File: config.mk
export PLATFORM = sky130hd
export DESIGN_NAME = rr_mux_arbiter_4
export DESIGN_NICKNAME = d
export VERILOG_FILES = /design/src/rtl/rr_mux_arbiter_4.sv
export SDC_FILE = /design/constraint.sdc
export NUM_CORES = 1
export LEC_CHECK = 0
export BUFFER_PORTS_ARGS = -buffer_cell sky130_fd_sc_hd__buf_2
export CAP_MARGIN = 10
export CELL_PAD_IN_SITES_DETAIL_PLACEMENT = 0
export CELL_PAD_IN_SITES_GLOBAL_PLACEMENT = 1
export CORE_MARGIN = 5
export CORE_UTILIZATION = 25
export DETAILED_ROUTE_END_ITERATION = 7
export HOLD_SLACK_MARGIN = 0.08
export PLACE_DENSITY = 0.68
export SLEW_MARGIN = 20
export SYNTH_ARGS = -nofsm -noshare
export SYNTH_HDL_FRONTEND = slang
export SYNTH_SLANG_ARGS = --single-unit
export TNS_END_PERCENT = 50
File: constraint.sdc
create_clock -name clk -period 2.3 [get_ports clk]
set_input_delay 0.46 -clock clk [delete_from_list [all_inputs] [get_ports clk]]
set_output_delay 0.46 -clock clk [all_outputs]
set_load 0.03 [all_outputs]
File: src/rtl/rr_mux_arbiter_4.sv
// Round-robin arbiter and sequencer for a shared 4:1 packet mux; grant is held until the last beat.
// Optional stall timeout is enabled by defining ARB_TIMEOUT_EN.
module rr_mux_arbiter_4 #(
  parameter int DATA_W   = 8,
  parameter int MAX_HOLD = 16
) (
  input  logic                clk,
  input  logic                rst_n,
  input  logic [3:0]          req,
  input  logic [4*DATA_W-1:0] in_data,
  input  logic [3:0]          in_last,
  output logic [3:0]          in_ready,
  output logic                out_valid,
  output logic [DATA_W-1:0]   out_data,
  output logic                out_last,
  input  logic                out_ready,
  output logic [3:0]          grant,
  output logic [1:0]          sel,
  output logic                busy,
  output logic                timeout
);

  typedef enum logic {IDLE, GRANT} state_t;

  state_t      state, state_nxt;
  logic [3:0]  grant_nxt;
  logic [1:0]  sel_nxt;
  logic        busy_nxt;
  logic [1:0]  ptr, ptr_nxt;
  logic [2:0]  pick;
  logic        release_now;

  if (MAX_HOLD < 2 || MAX_HOLD > 255) begin : g_bad_max_hold
    $error("rr_mux_arbiter_4: MAX_HOLD must be 2..255");
  end

  // Returns {found, index}: first set bit of r searching start, start+1, ... (mod 4).
  function automatic logic [2:0] rr_pick(input logic [3:0] r, input logic [1:0] start);
    logic [2:0] res;
    logic [1:0] idx;
    res = '0;
    for (int k = 3; k >= 0; k--) begin
      idx = start + 2'(k);
      if (r[idx]) res = {1'b1, idx};
    end
    return res;
  endfunction

  always_comb begin
    out_valid = 1'b0;
    out_data  = '0;
    out_last  = 1'b0;
    in_ready  = '0;
    if (state == GRANT) begin
      out_valid = req[sel];
      out_data  = in_data[sel*DATA_W +: DATA_W];
      out_last  = in_last[sel];
      in_ready  = grant & {4{out_ready}};
    end
  end

  assign release_now = (state == GRANT) && ((out_valid && out_ready && out_last) || timeout);

`ifdef ARB_TIMEOUT_EN
  localparam logic [7:0] HOLD_LAST = 8'(MAX_HOLD - 1);
  logic [7:0] stall_cnt;

  // Only cycles where the granted lane has nothing to offer count; sink backpressure does not.
  assign timeout = (state == GRANT) && !req[sel] && (stall_cnt == HOLD_LAST);

  always_ff @(posedge clk or negedge rst_n) begin
    if (!rst_n) begin
      stall_cnt <= '0;
    end else if (state != GRANT || req[sel] || release_now) begin
      stall_cnt <= '0;
    end else begin
      stall_cnt <= stall_cnt + 8'd1;
    end
  end
`else
  assign timeout = 1'b0;
`endif

  always_comb begin
    state_nxt = state;
    grant_nxt = grant;
    sel_nxt   = sel;
    busy_nxt  = busy;
    ptr_nxt   = ptr;
    pick      = '0;
    case (state)
      IDLE: begin
        pick = rr_pick(req, ptr);
        if (pick[2]) begin
          state_nxt = GRANT;
          grant_nxt = 4'(4'b0001 << pick[1:0]);
          sel_nxt   = pick[1:0];
          busy_nxt  = 1'b1;
        end
      end
      GRANT: begin
        if (release_now) begin
          // The released lane is masked out so it only wins again via IDLE when nobody else asks.
          ptr_nxt = sel + 2'd1;
          pick    = rr_pick(req & ~grant, sel + 2'd1);
          if (pick[2]) begin
            grant_nxt = 4'(4'b0001 << pick[1:0]);
            sel_nxt   = pick[1:0];
          end else begin
            state_nxt = IDLE;
            grant_nxt = '0;
            sel_nxt   = '0;
            busy_nxt  = 1'b0;
          end
        end
      end
      default: state_nxt = IDLE;
    endcase
  end

  always_ff @(posedge clk or negedge rst_n) begin
    if (!rst_n) begin
      state <= IDLE;
      grant <= '0;
      sel   <= '0;
      busy  <= 1'b0;
      ptr   <= '0;
    end else begin
      state <= state_nxt;
      grant <= grant_nxt;
      sel   <= sel_nxt;
      busy  <= busy_nxt;
      ptr   <= ptr_nxt;
    end
  end

endmodule

==> Flow_metrics.wiki, run 1 <==
{| class="wikitable"
! Metric !! Value
|-
| Outcome || completed
|-
| Cell type of the slowest stage on the worst timing path || sky130_fd_sc_hd__mux4_2
|-
| Synthesized flop and latch total || 10
|-
| Number of buffers inserted for hold repair after clock tree synthesis || 0
|-
| Largest vdd supply drop || 0.504 mV
|-
| Routed wire length || roughly 3400 um
|-
| Nets@finish || roughly 220
|-
| Number of core rows || 23
|-
| DRC || 0
|-
| First drt pass iteration count || 4
|-
| Buffer levels on the longest clock path || 2
|-
| Global-route usage over all layers || 0.125
|-
| Maximum cell stage delay along the critical path || about 0.52 ns
|-
| Post-DP HPWL || approximately 2900 um
|-
| Worst setup path endpoint || out_data[4]
|-
| Top-level port count || 65
|-
| Final hold viol count || 0
|-
| Buffers inserted during post-CTS setup optimization || 0
|-
| Kind of launch point of the worst setup path || register
|-
| Final clock skew || about 0.0053 ns
|-
| Routed wire per std cell || ~15 um
|-
| Die Width || roughly 74 um
|-
| CTS tree || yes
|-
| Slew at the pin with the worst max-slew slack || approximately 0.71 ns
|-
| Period utilization || 0.926
|-
| Number of nets with antenna violations after routing || 0
|-
| Total of endpoints with negative setup slack in the final report || 0
|-
| Yosys top cell area share || 0.241
|-
| Iter 0 DRT Violations || between 40 and 50
|-
| Type of the worst setup path || reg -> out
|-
| Clock sink total || 10
|-
| Total standard cell area after synthesis || about 1000 um2
|-
| Total global routing overflow || 0
|-
| Syn nets || ~150
|-
| Register clock-pin slew on the reported worst setup and hold paths || approximately 0.05 ns
|-
| Synth cell types || 41
|-
| Dominant register cell in the synthesized netlist || sky130_fd_sc_hd__dfrtp_1
|-
| Post-cts resize count || 0
|-
| Clock tree root driver cell || sky130_fd_sc_hd__clkbuf_8
|-
| Ant. Diodes || 0
|-
| R2R Path Start || state
|-
| IO buf count || 63
|-
| RSZ-0062 raised after global routing || no
|-
| Worst hold path type || in -> async
|-
| Number of instances in the synthesized netlist || roughly 110
|-
| Sequential Area || roughly 250 um2
|-
| Largest cells by area after synthesis || sky130_fd_sc_hd__dfrtp_1 24%, sky130_fd_sc_hd__mux4_2 22%, sky130_fd_sc_hd__and2_1 6.0%
|-
| Mean instance size in the synthesized netlist || 9.52 um2
|-
| Register area share after synthesis || 0.241
|-
| Initial Util || 0.259
|-
| Type of element capturing the critical path || output pin
|-
| R2R Path End || sel[1]
|-
| Hold_ws || roughly 0.076 ns
|-
| RePlAce Congestion || roughly 0.8
|-
| Pre-CTS setup slack || 0.389 ns
|-
| Height of the chip || between 70 and 80 um
|-
| Pin count of the biggest net entering global routing || 26
|-
| Leakage power of the design || 0.678 nW
|-
| Final period demand of the worst path || around 2.1 ns
|-
| Total Die Area || roughly 5500 um2
|-
| Number of global-route vias before repair || around 1100
|-
| Ratio of routed vias to standard cells || slightly below 5
|-
| Placeable core area || about 4000 um2
|-
| Arrival @ worst endpoint || between 1.5 and 2 ns
|-
| Wire length of the first global-routing pass || approximately 5400 um
|-
| Critical Path RT || 1.84 ns
|-
| Area growth from synthesis to layout || 39.8%
|-
| Cell accounting for the most synthesized area || sky130_fd_sc_hd__dfrtp_1
|-
| Initial antenna violation count || 0
|-
| Count of warnings emitted by yosys || 0
|-
| Multi-input combinational cell area || ~720 um2
|-
| Worst reg2reg path depth || 4
|-
| Power per cell area || 1470 nW/um2
|-
| Total count of max-transition violations in the final report || 0
|-
| Via count of the routed design || between 1000 and 1500
|-
| Final worst-path setup slack || around 0.17 ns
|-
| Total clock buffers created by CTS || 3
|-
| Total negative slack for setup checks || 0 ns
|-
| Post-route total power || between 2 and 2.5 mW
|-
| Setup slack of the most critical reg-to-reg path || 0.52 ns
|-
| Number of max-cap violations || 0
|-
| Critical Path, Cell by Cell || buf_4 -> mux4_2 -> and2_1 -> buf_2
|-
| Async S/R FF share, synth || 1.00
|-
| Count of flip-flops with a built-in enable after synthesis || 0
|-
| Clock latency on the worst-skew pair || approximately 0.24 ns
|-
| Fraction of layout cells with a size suffix above 1 || 0.509
|-
| Relative slew slack || 0.524
|-
| CTS H-Tree Depth || 1
|-
| Crit. Startpoint || sel[0]
|-
| Worst-path fanout max || 9
|-
| Fmax || approximately 470 MHz
|-
| Fillers || just over 400
|}
[power by group]
group          internal, mW  total [mW]  switching (mW)
registers             0.262       0.371           0.109
clock network         0.151       0.222          0.0717
logic                 0.628        1.53           0.906
[cell type report]
| class | instances | share of cell area |
|---|---|---|
| Multi-Input combinational cell | 89 | 0.498 |
| Clock buffer | 4 | 0.0380 |
| Timing Repair Buffer | 68 | 0.243 |
| Inverter | 2 | 0.00518 |
| Tap cell | 50 | 0.0431 |
| Sequential cell | 10 | 0.173 |
[metrics by stage]
step | util | area, um2 | std cells
floorplan | - | 1040 | 109
global placement | 0.349 | 1400 | 219
detailed placement | 0.349 | 1400 | 219
CTS | 0.363 | 1450 | 223
global route | 0.363 | 1450 | 223
finish | 0.363 | 1450 | 223
[worst min path at each step]
stage	start	cells after the start	slack, ns	to
2_1_floorplan	rst_n	0	0.16	busy
3_3_place_gp	rst_n	1	0.33	state
3_5_place_dp	rst_n	1	0.34	busy
4_1_cts	rst_n	1	0.08	busy
5_1_grt	rst_n	1	0.09	busy
6_report	rst_n	1	0.08	busy
[cell families after synthesis]
logic type,Yosys count,share of synthesized area
other,1,0.00362
AO/OA/AOI/OAI,27,0.177
AND/OR/NAND/NOR,49,0.280
XOR/XNOR,1,0.00845
buffers and inverters,10,0.0627
multiplexers,11,0.227
flip-flops,10,0.241
[worst max-delay path: cells and delay by family (launching register included)]
| family | cells | cell delay (ns) |
|---|---|---|
| buffers and inverters | 2 | 0.39 |
| flip-flops | 1 | 0.36 |
| multiplexers | 1 | 0.52 |
| AND/OR/NAND/NOR | 1 | 0.17 |
[cells in the final DEF, fill, tap and decap left out, types with 2 or more instances in the layout]
cell                       Yosys  final
sky130_fd_sc_hd__a21oi_1       6      6
sky130_fd_sc_hd__a31oi_1       4      4
sky130_fd_sc_hd__and2_1       10     10
sky130_fd_sc_hd__and3_1        4      4
sky130_fd_sc_hd__buf_2         1     63
sky130_fd_sc_hd__buf_4         1      5
sky130_fd_sc_hd__clkbuf_8      0      4
sky130_fd_sc_hd__dfrtp_1      10     10
sky130_fd_sc_hd__inv_1         2      2
sky130_fd_sc_hd__mux4_2       10     10
sky130_fd_sc_hd__nand2_1       3      3
sky130_fd_sc_hd__nand2b_1      6      6
sky130_fd_sc_hd__nor2_1       12     12
sky130_fd_sc_hd__nor2b_1       3      3
sky130_fd_sc_hd__nor4_1        2      2
sky130_fd_sc_hd__o211ai_1      2      2
sky130_fd_sc_hd__o21a_1        2      2
sky130_fd_sc_hd__o21ai_0       2      2
sky130_fd_sc_hd__o22ai_1       2      2
[state kept, by name, summed over array words and instances, names as in the netlist]
signal  cells
state       1
grant       4
ptr         2
sel         2
busy        1
[cells in the mapped netlist (2+ instances only)]
| cell | n |
|---|---|
| sky130_fd_sc_hd__and2_1 | 10 |
| sky130_fd_sc_hd__and3_1 | 4 |
| sky130_fd_sc_hd__nor2_1 | 12 |
| sky130_fd_sc_hd__nand2_1 | 3 |
| sky130_fd_sc_hd__o21a_1 | 2 |
| sky130_fd_sc_hd__clkbuf_1 | 3 |
| sky130_fd_sc_hd__a31oi_1 | 4 |
| sky130_fd_sc_hd__mux4_2 | 10 |
| sky130_fd_sc_hd__nand2b_1 | 6 |
| sky130_fd_sc_hd__dfrtp_1 | 10 |
| sky130_fd_sc_hd__nor4_1 | 2 |
| sky130_fd_sc_hd__a21oi_1 | 6 |
| sky130_fd_sc_hd__nor2b_1 | 3 |
| sky130_fd_sc_hd__buf_6 | 3 |
| sky130_fd_sc_hd__o21ai_0 | 2 |
| sky130_fd_sc_hd__o22ai_1 | 2 |
| sky130_fd_sc_hd__o211ai_1 | 2 |
| sky130_fd_sc_hd__inv_1 | 2 |
[per-layer routing]
layer	vias up	track usage	routed length, um
li1	543	-	-
met1	516	0.159	1370
met2	23	0.208	1820
met3	11	0.0230	130
met4	0	0.0534	96
met5	-	0	0
(Power assumes the default switching activity.)
==> inputs of run 2 (changes only) <==
--- a/config.mk
+++ b/config.mk
@@ -5,6 +5,7 @@
 export SDC_FILE = /design/constraint.sdc
 export NUM_CORES = 1
 export LEC_CHECK = 0
+export ABC_AREA = 1
 export BUFFER_PORTS_ARGS = -buffer_cell sky130_fd_sc_hd__buf_2
 export CAP_MARGIN = 10
 export CELL_PAD_IN_SITES_DETAIL_PLACEMENT = 0
==> Flow_metrics.wiki, run 2 <==
{| class="wikitable"
! Metric !! Value
|-
| Outcome || completed
|-
| Clock latency on the worst-skew pair || 0.23 ns (about the same)
|-
| Clock tree root driver cell || sky130_fd_sc_hd__clkbuf_8
|-
| Top-level port count || 65 (unchanged)
|-
| Arrival @ worst endpoint || 1.72 ns (+0.05 ns)
|-
| Ant. Diodes || 0 (unchanged)
|-
| DRC || 0 (unchanged)
|-
| Worst hold path type || in -> async
|-
| Area growth from synthesis to layout || 27.7%
|-
| Synth cell types || 25 (-39%)
|-
| Post-layout util || 0.322 (-0.0401)
|-
| Total negative slack for setup checks || 0 ns (unchanged)
|-
| Cell accounting for the most synthesized area || sky130_fd_sc_hd__dfrtp_1
|-
| Initial antenna violation count || 0 (unchanged)
|-
| Pin count of the biggest net entering global routing || 26 (unchanged)
|-
| Total clock buffers created by CTS || 3 (unchanged)
|-
| Final clock skew || 0.00122 ns (-0.00409 ns)
|-
| Die Width || 83.9 um (+13%)
|-
| Period utilization || 0.948 (+0.0217)
|-
| Register name with the most flops || grant
|-
| Buffers inserted during post-CTS setup optimization || 0 (unchanged)
|-
| Number of instances in the synthesized netlist || 243 (+120%)
|-
| Largest registers || grant (4), ptr (2), sel (2)
|-
| Count of warnings emitted by yosys || 0 (unchanged)
|-
| Number of nets with antenna violations after routing || 0 (unchanged)
|-
| Clock sink total || 10 (unchanged)
|-
| Largest vdd supply drop || 0.572 mV (+14%)
|-
| IO buf count || 63 (unchanged)
|-
| Power per cell area || 1680 nW/um2 (+15%)
|-
| Number of buffers inserted for hold repair after clock tree synthesis || 0 (unchanged)
|-
| Synthesized flop and latch total || 10 (unchanged)
|-
| Register area share after synthesis || 0.183 (-0.0579)
|-
| Type of the worst setup path || reg -> out
|-
| Total global routing overflow || 0 (unchanged)
|-
| Fillers || 634 (+56%)
|-
| Fraction of layout cells with a size suffix above 1 || 0.312 (-0.196)
|-
| Post-route total power || 2.93 mW (+38%)
|-
| Leakage power of the design || 0.980 nW (+45%)
|-
| Final period demand of the worst path || 2.18 ns (+0.0499 ns)
|-
| Via count of the routed design || 1671 (+53%)
|-
| Kind of launch point of the worst setup path || register
|-
| CTS H-Tree Depth || 1 (unchanged)
|-
| Post-DP HPWL || 3500 um (+23%)
|-
| Total of endpoints with negative setup slack in the final report || 0 (unchanged)
|-
| Total standard cell area after synthesis || 1370 um2 (+32%)
|-
| Dominant register cell in the synthesized netlist || sky130_fd_sc_hd__dfrtp_1
|-
| Placeable core area || 5410 um2 (+35%)
|-
| Wire length of the first global-routing pass || 7350 um (+37%)
|-
| Number of core rows || 27 (+17%)
|-
| Final hold viol count || 0 (unchanged)
|-
| Most common cell after layout, fill and taps aside || sky130_fd_sc_hd__buf_2
|-
| Routed wire length || 4350 um (+28%)
|-
| RePlAce Congestion || 0.825 (+6.1%)
|-
| Routed wire per std cell || 11.7 um (-24%)
|-
| Slew at the pin with the worst max-slew slack || 0.590 ns (-0.124 ns)
|-
| Mean instance size in the synthesized netlist || 5.62 um2 (-41%)
|-
| Post-cts resize count || 0 (unchanged)
|-
| Worst-path fanout max || 25 (+16)
|-
| Yosys top cell area share || 0.183 (-0.0579)
|-
| Syn nets || 286 (+88%)
|-
| Total Die Area || 7040 um2 (+27%)
|-
| Number of global-route vias before repair || 1629 (+48%)
|-
| Most repeated cell in the gate-level netlist after synthesis || sky130_fd_sc_hd__nor2_1
|-
| Async S/R FF share, synth || 1.00 (unchanged)
|-
| Largest cells by area after synthesis || sky130_fd_sc_hd__dfrtp_1 18%, sky130_fd_sc_hd__nor2_1 16%, sky130_fd_sc_hd__nand2_1 15%
|-
| Post-Layout Cell Count || 373 (+67%)
|-
| Buffer levels on the longest clock path || 2 (unchanged)
|-
| Max FFs per register || 4 (unchanged)
|-
| Relative slew slack || 0.606 (+0.0820)
|-
| CTS tree || yes
|-
| Iter 0 DRT Violations || 58 (+41%)
|-
| Leading cell types by count after synthesis || 57 x sky130_fd_sc_hd__nor2_1, 56 x sky130_fd_sc_hd__nand2_1, 24 x sky130_fd_sc_hd__inv_1
|-
| Initial Util || 0.253 (-0.00676)
|-
| Nets@finish || 346 (+59%)
|-
| Ratio of routed vias to standard cells || 4.48 (-8.6%)
|-
| Commonest cells after routing, fill and taps aside || 63 x sky130_fd_sc_hd__buf_2, 57 x sky130_fd_sc_hd__nor2_1, 56 x sky130_fd_sc_hd__nand2_1, 24 x sky130_fd_sc_hd__inv_1, 23 x sky130_fd_sc_hd__o21ai_0
|-
| Total count of max-transition violations in the final report || 0 (unchanged)
|-
| Global-route usage over all layers || 0.123 (-0.00180)
|-
| RSZ-0062 raised after global routing || no
|-
| Fmax || 459 MHz (-2.3%)
|-
| First drt pass iteration count || 4 (unchanged)
|-
| Count of flip-flops with a built-in enable after synthesis || 0 (unchanged)
|-
| # placed instances || 370 (+69%)
|-
| Number of max-cap violations || 0 (unchanged)
|-
| Type of element capturing the critical path || output pin
|-
| Height of the chip || 83.9 um (+13%)
|-
| Register clock-pin slew on the reported worst setup and hold paths || 0.05 ns (about the same)
|-
| Critical Path RT || 1.84 ns (about the same)
|}
-- run 2: cell count changes in the layout (fill, tap and decap cells not counted), sizes merged, moves of 6 or more --
cell	before	now
o21ai	4	25
and2	10	0
nand2	3	63
nor2	12	61
mux4	10	0
a21oi	7	15
inv	2	28
nand2b	6	0
nand3	0	24
-- run 2: final timing paths --
check                      slack (ns)         to    from  depth (start not counted)
max                              0.12  out_valid  sel[0]                          6
max reg2reg                      0.46   grant[3]  sel[0]                          8
min in group clk                 0.50       busy    busy                          2
min reg2reg                      0.50       busy    busy                          2
max in group asynchronous        2.03     ptr[1]   rst_n                          1
min                              0.08   grant[0]   rst_n                          1
-- run 2: cells by family after synthesis --
family                    share of synthesized area
DFF                                           0.183
and+or+nand+nor                               0.475
xor gates and xnor gates                     0.0128
buffers and inverters                         0.151
other                                       0.00275
AOI/OAI and AO/OA                             0.175
-- run 2: metal layers --
metal	routed length (um)	share of wire	global-route usage	vias to the layer above
met5	0	0	0	-
met4	38	0.0087	0.0336	0
met3	371	0.085	0.0267	4
met2	1890	0.43	0.214	69
met1	2050	0.47	0.153	720
li1	-	-	-	878
-- run 2: worst max-delay path, stage by stage (launching register included) --
cell	delay, ns
sky130_fd_sc_hd__dfrtp_1	0.41
sky130_fd_sc_hd__inv_2	0.32
sky130_fd_sc_hd__nand2_1	0.12
sky130_fd_sc_hd__a32oi_2	0.27
sky130_fd_sc_hd__inv_1	0.06
sky130_fd_sc_hd__nor2_1	0.08
sky130_fd_sc_hd__buf_2	0.21
-- run 2: where the power goes --
group | leakage [nW] | switching, mW | total, mW | internal (mW)
logic | 0.842 | 1.65 | 2.39 | 0.744
clock network | 0.0216 | 0.0682 | 0.183 | 0.115
registers | 0.116 | 0.0922 | 0.358 | 0.266
-- run 2: area by class of cell --
class / count / area, um2 / area share
Tap cell: 72 / 90.1 / 0.0517
Sequential cell: 10 / 250 / 0.144
Multi-Input combinational cell: 193 / 908 / 0.521
Timing Repair Buffer: 67 / 345 / 0.198
Inverter: 28 / 108 / 0.0617
Clock buffer: 3 / 41.3 / 0.0237
-- run 2: through the flow --
| stage | cell area [um2] | worst slack [ns] | hold WS [ns] |
|---|---|---|---|
| 3_3_place_gp | 1700 | 0.362 | 0.340 |
| 4_1_cts | 1740 | 0.114 | 0.0903 |
| 5_1_grt | 1740 | 0.00265 | 0.0995 |
| 3_5_place_dp | 1700 | 0.371 | 0.340 |
| 6_report | 1740 | 0.120 | 0.0792 |
| 2_1_floorplan | 1370 | 0.124 | 0.164 |
==> inputs of run 3 (changes only) <==
--- a/config.mk
+++ b/config.mk
@@ -6,7 +6,7 @@
 export NUM_CORES = 1
 export LEC_CHECK = 0
 export ABC_AREA = 1
-export BUFFER_PORTS_ARGS = -buffer_cell sky130_fd_sc_hd__buf_2
+export BUFFER_PORTS_ARGS = -buffer_cell sky130_fd_sc_hd__buf_4
 export CAP_MARGIN = 10
 export CELL_PAD_IN_SITES_DETAIL_PLACEMENT = 0
 export CELL_PAD_IN_SITES_GLOBAL_PLACEMENT = 1
==> Flow_metrics.wiki, run 3 (synthesized netlist as in run 2, its figures left out) <==
{| class="wikitable"
! Metric !! Value
|-
| R2R Path Start || sel[0]
|-
| Part of the total power dissipated in the clock network || 0.073 (+0.011)
|-
| Fillers || 626 (-1.3%)
|-
| Worst Hold Path Cells || 2
|-
| Initial Util || 0.253 (unchanged)
|-
| Number of core rows || 27 (unchanged)
|-
| Final period demand of the worst path || 2.14 ns (-0.0387 ns)
|-
| Multi-input combinational cell area || 908 um2 (unchanged)
|-
| CTS H-Tree Depth || 1 (unchanged)
|-
| Most common cell after layout, fill and taps aside || sky130_fd_sc_hd__buf_4
|-
| Commonest cells after routing, fill and taps aside || 67 x sky130_fd_sc_hd__buf_4, 57 x sky130_fd_sc_hd__nor2_1, 56 x sky130_fd_sc_hd__nand2_1, 24 x sky130_fd_sc_hd__inv_1, 23 x sky130_fd_sc_hd__o21ai_0
|-
| Total count of max-transition violations in the final report || 0 (unchanged)
|-
| Arrival @ worst endpoint || 1.68 ns (-0.04 ns)
|-
| Post-layout util || 0.356 (+0.0336)
|-
| Clock tree root driver cell || sky130_fd_sc_hd__clkbuf_8
|-
| Relative slew slack || 0.605 (-0.00110)
|-
| Top Family by Delay on Critical Path || buffers and inverters
|-
| Routed wire per std cell || 12.3 um (+5.8%)
|-
| Share of total power in sequential cells || 0.113 (-0.009)
|-
| Critical Path, Cell by Cell || inv_2 -> nand2_1 -> a32oi_2 -> inv_1 -> nor2_1 -> buf_4
|-
| Type of the worst setup path || reg -> out
|-
| Area growth from synthesis to layout || 41.0%
|-
| Final instance area || 1920 um2 (+10%)
|-
| Clock latency on the worst-skew pair || 0.25 ns (+0.02 ns)
|-
| Routed wire length || 4630 um (+6.4%)
|-
| Largest vdd supply drop || 0.671 mV (+17%)
|-
| Setup slack of the most critical reg-to-reg path || 0.48 ns (+0.02 ns)
|-
| NetSw || 1.85 mW (+2.0%)
|-
| Number of nets with antenna violations after routing || 0 (unchanged)
|-
| Die Width || 83.9 um (unchanged)
|-
| RePlAce Congestion || 0.791 (-4.1%)
|-
| Hold_ws || 0.507 ns (+0.427 ns)
|-
| Initial antenna violation count || 0 (unchanged)
|-
| Via count of the routed design || 1656 (-0.90%)
|-
| Clock sink total || 10 (unchanged)
|-
| Number of global-route vias before repair || 1623 (-0.37%)
|-
| Total clock buffers created by CTS || 3 (unchanged)
|-
| Worst reg2reg path depth || 8 (unchanged)
|-
| Worst-path fanout max || 25 (unchanged)
|-
| Buffer levels on the longest clock path || 2 (unchanged)
|-
| Period utilization || 0.931 (-0.0168)
|-
| Power per cell area || 1640 nW/um2 (-2.8%)
|-
| Final hold viol count || 0 (unchanged)
|-
| Ratio of routed vias to standard cells || 4.42 (-1.4%)
|-
| Post-route total power || 3.15 mW (+7.4%)
|-
| Total of endpoints with negative setup slack in the final report || 0 (unchanged)
|-
| Maximum cell stage delay along the critical path || 0.40 ns (about the same)
|-
| Type of element capturing the critical path || output pin
|-
| Register name with the most flops || grant
|-
| Sw frac || 0.586 (-0.0306)
|-
| Max FFs per register || 4 (unchanged)
|-
| Cell internal power dissipation || 1.30 mW (+16%)
|-
| Fmax || 467 MHz (+1.8%)
|-
| DRC || 0 (unchanged)
|-
| Hold Path Origin || busy
|-
| Number of max-cap violations || 0 (unchanged)
|-
| Wire length of the first global-routing pass || 7600 um (+3.5%)
|-
| Height of the chip || 83.9 um (unchanged)
|-
| Ant. Diodes || 0 (unchanged)
|-
| Post-cts resize count || 0 (unchanged)
|-
| Share of total power in combinational logic || 0.814 (-0.002)
|-
| Hold worst-path end || busy
|-
| Cell type of the slowest stage on the worst timing path || sky130_fd_sc_hd__dfrtp_1
|-
| Nets@finish || 347 (+0.29%)
|-
| Post-DP HPWL || 3680 um (+5.0%)
|-
| Critical Path RT || 1.84 ns (about the same)
|-
| R2R Path End || grant[3]
|-
| Total global routing overflow || 0 (unchanged)
|-
| Buffers inserted during post-CTS setup optimization || 0 (unchanged)
|-
| Kind of launch point of the worst setup path || register
|-
| Slew at the pin with the worst max-slew slack || 0.592 ns (+0.00165 ns)
|-
| Total negative slack for setup checks || 0 ns (unchanged)
|-
| Outcome || completed
|-
| Buffer and inverter count on the worst path || 3 (unchanged)
|-
| Fraction of layout cells with a size suffix above 1 || 0.314 (+0.00124)
|-
| Register clock-pin slew on the reported worst setup and hold paths || 0.06 ns (about the same)
|-
| Critical path depth in cells || 6 (unchanged)
|-
| First drt pass iteration count || 4 (unchanged)
|-
| Global-route usage over all layers || 0.130 (+0.00656)
|-
| Leakage power of the design || 1.04 nW (+6.5%)
|-
| Iter 0 DRT Violations || 37 (-36%)
|-
| RSZ-0062 raised after global routing || no
|-
| Top-level port count || 65 (unchanged)
|-
| Worst hold path type || reg -> reg
|-
| IO buf count || 63 (unchanged)
|-
| Pin count of the biggest net entering global routing || 26 (unchanged)
|-
| Final clock skew || 0.00693 ns (+0.00570 ns)
|-
| CTS tree || yes
|-
| Number of buffers inserted for hold repair after clock tree synthesis || 1 (+1)
|-
| Total Die Area || 7040 um2 (unchanged)
|-
| Placed cell areas || 1860 um2 (+9.3%)
|-
| Sequential Area || 250 um2 (unchanged)
|-
| Placeable core area || 5410 um2 (unchanged)
|-
| Largest registers || grant (4), ptr (2), sel (2)
|}
-- run 3: worst max path at each step --
stage                start  slack [ns]     endpoint
floorplan           sel[0]        0.12  out_data[0]
global placement    sel[0]        0.43    out_valid
detailed placement  sel[0]        0.42    out_valid
CTS                 sel[0]        0.15    out_valid
global route        sel[0]        0.06    out_valid
finish              sel[0]        0.16    out_valid
-- run 3: per-stage QoR --
step                worst slack, ns  std cells
finish                        0.159        375
global placement              0.430        370
detailed placement            0.415        370
CTS                           0.146        375
global route                 0.0566        375
floorplan                     0.124        243
-- run 3: worst reg2reg max path, cell delays in order, from the launching register on --
cell and delay, ns:
sky130_fd_sc_hd__dfrtp_1 0.40, sky130_fd_sc_hd__inv_2 0.31, sky130_fd_sc_hd__nand2_1 0.13, sky130_fd_sc_hd__a32oi_2 0.27, sky130_fd_sc_hd__nand3b_4 0.14, sky130_fd_sc_hd__nand2_2 0.20, sky130_fd_sc_hd__inv_1 0.09, sky130_fd_sc_hd__nor2_1 0.11
sky130_fd_sc_hd__a21oi_1 0.07
-- run 3: area by class of cell --
type,count,share of cell area
Timing Repair Buffer,68,0.267
Tap cell,72,0.0468
Inverter,28,0.0559
Clock buffer,4,0.0286
Multi-Input combinational cell,193,0.472
Sequential cell,10,0.130
-- run 3: routing by layer --
layer,vias up,global-route usage,part of all wire,routed length (um)
met5,-,0,0,0
met4,0,0.0409,0.011,53
met3,7,0.0247,0.084,390
met2,68,0.222,0.44,2030
met1,701,0.164,0.47,2160
li1,880,-,-,-
-- run 3: power groups by stage --
stage               Clock (mW)  Sequential (mW)  Combinational, mW
floorplan                    0            0.450               1.83
global placement             0            0.359               2.60
detailed placement           0            0.358               2.58
CTS                      0.234            0.357               2.59
global route             0.238            0.373               2.85
finish                   0.231            0.356               2.56
